**src/rtl/decode_frame_ctrl.sv**
```systemverilog
// Frame sequencer for the RX decode chain: gates coded bits in,
// stamps symbol index / Map_Type, and waits for the descrambler's last bit.
module decode_frame_ctrl #(
  parameter int TIMEOUT_CYC = 4096,
  parameter int CNT_W       = 13
) (
  input  logic       clk,
  input  logic       rst,
  input  logic       cfg_vld,
  output logic       cfg_rdy,
  input  logic [7:0] cfg_n_symb,
  input  logic [1:0] cfg_map_type,
  input  logic       abort,
  input  logic       s_din,
  input  logic       s_din_vld,
  output logic       s_din_rdy,
  output logic       dec_din,
  output logic       dec_din_vld,
  input  logic       dec_din_rdy,
  output logic [7:0] dec_symb_cnt,
  output logic [1:0] dec_map_type,
  input  logic       mon_vld,
  input  logic       mon_rdy,
  input  logic       mon_last,
  input  logic [7:0] mon_symb_cnt,
  output logic       frame_busy,
  output logic       frame_done,
  output logic       frame_err
);

  typedef enum logic [2:0] {
    IDLE, FEED, DRAIN, DONE, ERR
  } state_t;

  state_t           state, state_nx;
  logic [7:0]       n_symb, symb_cnt, last_symb;
  logic [1:0]       map_q;
  logic [8:0]       bit_cnt, ncbps_m1;
  logic [CNT_W-1:0] wdog;
  logic             hs, sym_end, frm_end, mon_hit, wd_exp;

  always_comb begin
    ncbps_m1 = 9'd47;
    unique case (map_q)
      2'd0: ncbps_m1 = 9'd47;
      2'd1: ncbps_m1 = 9'd95;
      2'd2: ncbps_m1 = 9'd191;
      2'd3: ncbps_m1 = 9'd287;
      default: ncbps_m1 = 9'd47;
    endcase
  end

  assign last_symb = n_symb - 8'd1;
  assign hs      = (state == FEED) && s_din_vld && dec_din_rdy;
  assign sym_end = (bit_cnt == ncbps_m1);
  assign frm_end = hs && sym_end && (symb_cnt == last_symb);
  assign mon_hit = (state == DRAIN) && mon_vld && mon_rdy
                && mon_last && (mon_symb_cnt == last_symb);
  assign wd_exp  = (wdog == CNT_W'(TIMEOUT_CYC - 1));

  // State register; busy is derived from the next state so it
  // lines up exactly with FEED/DRAIN.
  always_ff @(posedge clk or posedge rst) begin
    if (rst) begin
      state      <= IDLE;
      frame_busy <= 1'b0;
    end else begin
      state      <= state_nx;
      frame_busy <= (state_nx == FEED) || (state_nx == DRAIN);
    end
  end

  always_comb begin
    state_nx = state;
    if (abort) begin
      state_nx = IDLE;
    end else begin
      unique case (state)
        IDLE:
          if (cfg_vld)
            state_nx = (cfg_n_symb == 8'd0) ? ERR : FEED;
        FEED:
          if (frm_end)         state_nx = DRAIN;
          else if (!hs && wd_exp) state_nx = ERR;
        DRAIN:
          if (mon_hit)         state_nx = DONE;
          else if (wd_exp)     state_nx = ERR;
        DONE:    state_nx = IDLE;
        ERR:     state_nx = IDLE;
        default: state_nx = IDLE;
      endcase
    end
  end

  always_ff @(posedge clk or posedge rst) begin
    if (rst) begin
      n_symb   <= '0;
      map_q    <= '0;
      bit_cnt  <= '0;
      symb_cnt <= '0;
      wdog     <= '0;
    end else if (abort) begin
      bit_cnt  <= '0;
      symb_cnt <= '0;
      wdog     <= '0;
    end else begin
      unique case (state)
        IDLE: begin
          wdog <= '0;
          if (cfg_vld && cfg_n_symb != 8'd0) begin
            n_symb   <= cfg_n_symb;
            map_q    <= cfg_map_type;
            bit_cnt  <= '0;
            symb_cnt <= '0;
          end
        end
        FEED: begin
          if (hs) begin
            wdog <= '0;
            if (sym_end) begin
              bit_cnt <= '0;
              if (!frm_end) symb_cnt <= symb_cnt + 8'd1;
            end else begin
              bit_cnt <= bit_cnt + 9'd1;
            end
          end else begin
            wdog <= wdog + 1'b1;
          end
        end
        DRAIN:
          wdog <= mon_hit ? '0 : wdog + 1'b1;
        default:
          wdog <= '0;
      endcase
    end
  end

  always_comb begin
    cfg_rdy     = 1'b0;
    s_din_rdy   = 1'b0;
    dec_din     = 1'b0;
    dec_din_vld = 1'b0;
    frame_done  = 1'b0;
    frame_err   = 1'b0;
    unique case (state)
      IDLE: cfg_rdy = 1'b1;
      FEED: begin
        dec_din     = s_din;
        dec_din_vld = s_din_vld;
        s_din_rdy   = dec_din_rdy;
      end
      DONE:    frame_done = 1'b1;
      ERR:     frame_err  = 1'b1;
      default: ;
    endcase
  end

  assign dec_symb_cnt = symb_cnt;
  assign dec_map_type = map_q;

endmodule

```
**config.mk**
```make
export PLATFORM = sky130hd
export DESIGN_NAME = decode_frame_ctrl
export DESIGN_NICKNAME = d
export VERILOG_FILES = /design/src/rtl/decode_frame_ctrl.sv
export SDC_FILE = /design/constraint.sdc
export NUM_CORES = 1
export LEC_CHECK = 0
export ABC_AREA = 1
export BUFFER_PORTS_ARGS = -buffer_cell sky130_fd_sc_hd__clkbuf_2
export CORE_MARGIN = 2
export CORE_UTILIZATION = 45
export DETAILED_ROUTE_END_ITERATION = 10
export MAX_ROUTING_LAYER = met4
export PLACE_DENSITY = 0.75
export SLEW_MARGIN = 5
export SYNTH_ARGS = -nofsm -noshare
export SYNTH_HDL_FRONTEND = slang
export SYNTH_SLANG_ARGS = --single-unit
```
**constraint.sdc**
```tcl
create_clock -name clk -period 3.2 [get_ports clk]
set_input_delay 0.64 -clock clk [delete_from_list [all_inputs] [get_ports clk]]
set_output_delay 0.64 -clock clk [all_outputs]
set_load 0.03 [all_outputs]
```
==> run summary <==
outcome: finished clean
clk_skew: 0.00436 ns
Layout area overhead: 13.3%
crit-path max FO: 13
top_reg_cell synth: dfrtp_1
fillers: 619
Ys Warns: 0
critical path class: flip-flop to flip-flop
Post-synth EDFFs: 0
Resized cells post-CTS: 0
Initial Util: 46.9%
Cells after DPL: 554
CTS H-Tree Depth: 2
Syn Area/Cell: 6.85 um^2
CTS clk-pin slew, worst paths: 0.09 ns
synthesized cell area: 2990 um^2
#FFs+latches synth: 44
PwrDens: 409 nW/um^2
num ports: 45
Setup crit end kind: flip-flop
clock latency on the worst-skew pair: 0.30 ns
count leader, synth: nand2_1
total number of vias: 2812
Final Hold Fails: 0
Mapped Nets: 469
Tcrit/Tclk final: 69.5%
cts-stage hold buffer count: 0
Crit path arrival time: 2.39 ns
Max-slew headroom: 28.4%
Leak Pwr: 1.75 nW
Synth top area share: 36.8%
worst reg2reg setup slack: 0.98 ns
cell types occupying the most area after synthesis: dfrtp_1 (37%), nand2_1 (14%), inv_1 (8.4%)
die area: 7320 um^2
Async SR Flop Fraction: 100%
ant diodes: 0
initial antenna violation count: 0
worst-margin pin slew: 1.07 ns
first-pass detailed-route iteration total: 4
CP required: 3.37 ns
final wirelength: 6720 um
GR Overflow Total: 0
minimum clock period: 2.22 ns
DRT antenna net count: 0
Max IR drop VDD: 0.000217 V
dpl cell area: 3300 um^2
Avg WL per Cell: 12.0 um
maxcap violations: 0
clock sinks: 44
pin count of the biggest net entering global routing: 31
top post-synthesis cells by count: nand2_1 (114), inv_1 (67), nor2_1 (52)
Core Region: 6390 um^2
GP Congestion: 0.902
biggest area consumer among synthesized cells: dfrtp_1
Chip Height: 85.6 um
Iter 0 DRT Violations: 164
drt via density: 5.00
Finished Layout Cells: 562
die width: 85.6 um
share of cells above drive strength 1: 16.3%
GRT Resource Usage Total: 20.2%
f_max: 450 MHz
crit start category: flip-flop
Inserted Clock Buffers: 5
Clock Path Buffers: 2
DP HPWL: 5360 um
number of global-route vias before repair: 2562
sequential share of the synthesized area: 36.8%
Final nets: 516
final instance area: 3390 um^2
Root Buffer: clkbuf_8
TritonCTS clock tree: yes
Rows: 29
Gate Count Post-Synth: 437
Netlist cell types: 35
first-pass GRT wire length: 11500 um
post-CTS setup buffers: 0
drt drc: 0
Worst Hold Class: input pin to asynchronous set/reset pin
PortBufs: 44
Final setup viols: 0
fin. max-slew vios: 0
RSZ-0062 raised after global routing: false
setup tns final: 0 ns
-- stage by stage --
step	hold WS (ns)	total power, mW	util [%]	setup WS [ns]
final	0.450	1.39	53.1	0.977
after global routing	0.495	1.48	53.1	0.672
after CTS	0.470	1.40	53.1	0.975
after detailed placement	0.467	1.03	51.6	0.869
after global placement	0.449	1.02	51.6	0.960
after floorplan	0.431	0.932	-	1.28
-- critical path: stages (launching register included) --
cell and delay, ns:
dfrtp_1 0.42, inv_2 0.13, ha_1 0.29, inv_1 0.06, nand2_1 0.09, nand2_2 0.09
nand2_1 0.06, nand2_1 0.06, nor2_1 0.11, nand3_1 0.08, nor2_1 0.08, nand2_1 0.07
nand2_1 0.07, nand2_1 0.06, nand2_1 0.34, nor3_1 0.09
-- report_power, final --
part	switching, mW	internal, mW
clock network	0.196	0.175
registers	0.0441	0.587
logic	0.249	0.135
total	0.489	0.897
-- cell families after synthesis --
kind of cell / Yosys count / share of synthesized area, %
fa+ha+maj: 4 / 1.67
compound gates: 46 / 8.65
simple gates: 253 / 37.5
xor+xnor: 15 / 5.56
buf+inv: 75 / 9.86
flops: 44 / 36.8
-- placed cells by master, fill, tap and decap left out, types with 8 or more instances in the layout --
cell type,n
clkbuf_2,44
nand3_1,41
inv_1,66
nor3_1,13
dfrtp_1,44
nand4_1,8
nand2_1,114
o21ai_0,27
nor2_1,52
xor2_1,11
a21oi_1,11
-- per-layer routing --
layer | up-vias | track usage [%] | wire, um
li1 | 1473 | - | -
met3 | 9 | 2.50 | 364
met1 | 1253 | 27.4 | 3120
met2 | 77 | 31.0 | 3100
met4 | 0 | 7.50 | 136
met5 | - | - | 0
-- worst paths after layout --
path	cells past startpoint	startpoint	end
max	15	n_symb[0]$_DFFE_PP0P_	wdog[6]$_DFF_PP0_
max reg2reg	15	n_symb[0]$_DFFE_PP0P_	wdog[6]$_DFF_PP0_
min reg2reg	1	wdog[0]$_DFF_PP0_	wdog[0]$_DFF_PP0_
min in group clk	1	wdog[0]$_DFF_PP0_	wdog[0]$_DFF_PP0_
min	2	rst	bit_cnt[0]$_DFFE_PP0P_
max in group asynchronous	3	rst	bit_cnt[8]$_DFFE_PP0P_
-- registers in the layout (all words and copies together), names as in the netlist --
signal        count
bit_cnt           9
state             3
wdog             13
dec_symb_cnt      8
dec_map_type      2
frame_busy        1
n_symb            8
-- cell type report --
| class | instances | area (um^2) | area share (%) |
|---|---|---|---|
| clock buffers | 6 | 82.6 | 2.43 |
| inverters | 69 | 259 | 7.63 |
| well taps | 77 | 96.3 | 2.84 |
| multi-input cells | 318 | 1600 | 47.3 |
| clock inverters | 2 | 15.0 | 0.442 |
| flip-flops and latches | 44 | 1100 | 32.4 |
| repair buffers | 46 | 235 | 6.93 |
Note: power is estimated with default switching activity, not from simulation.
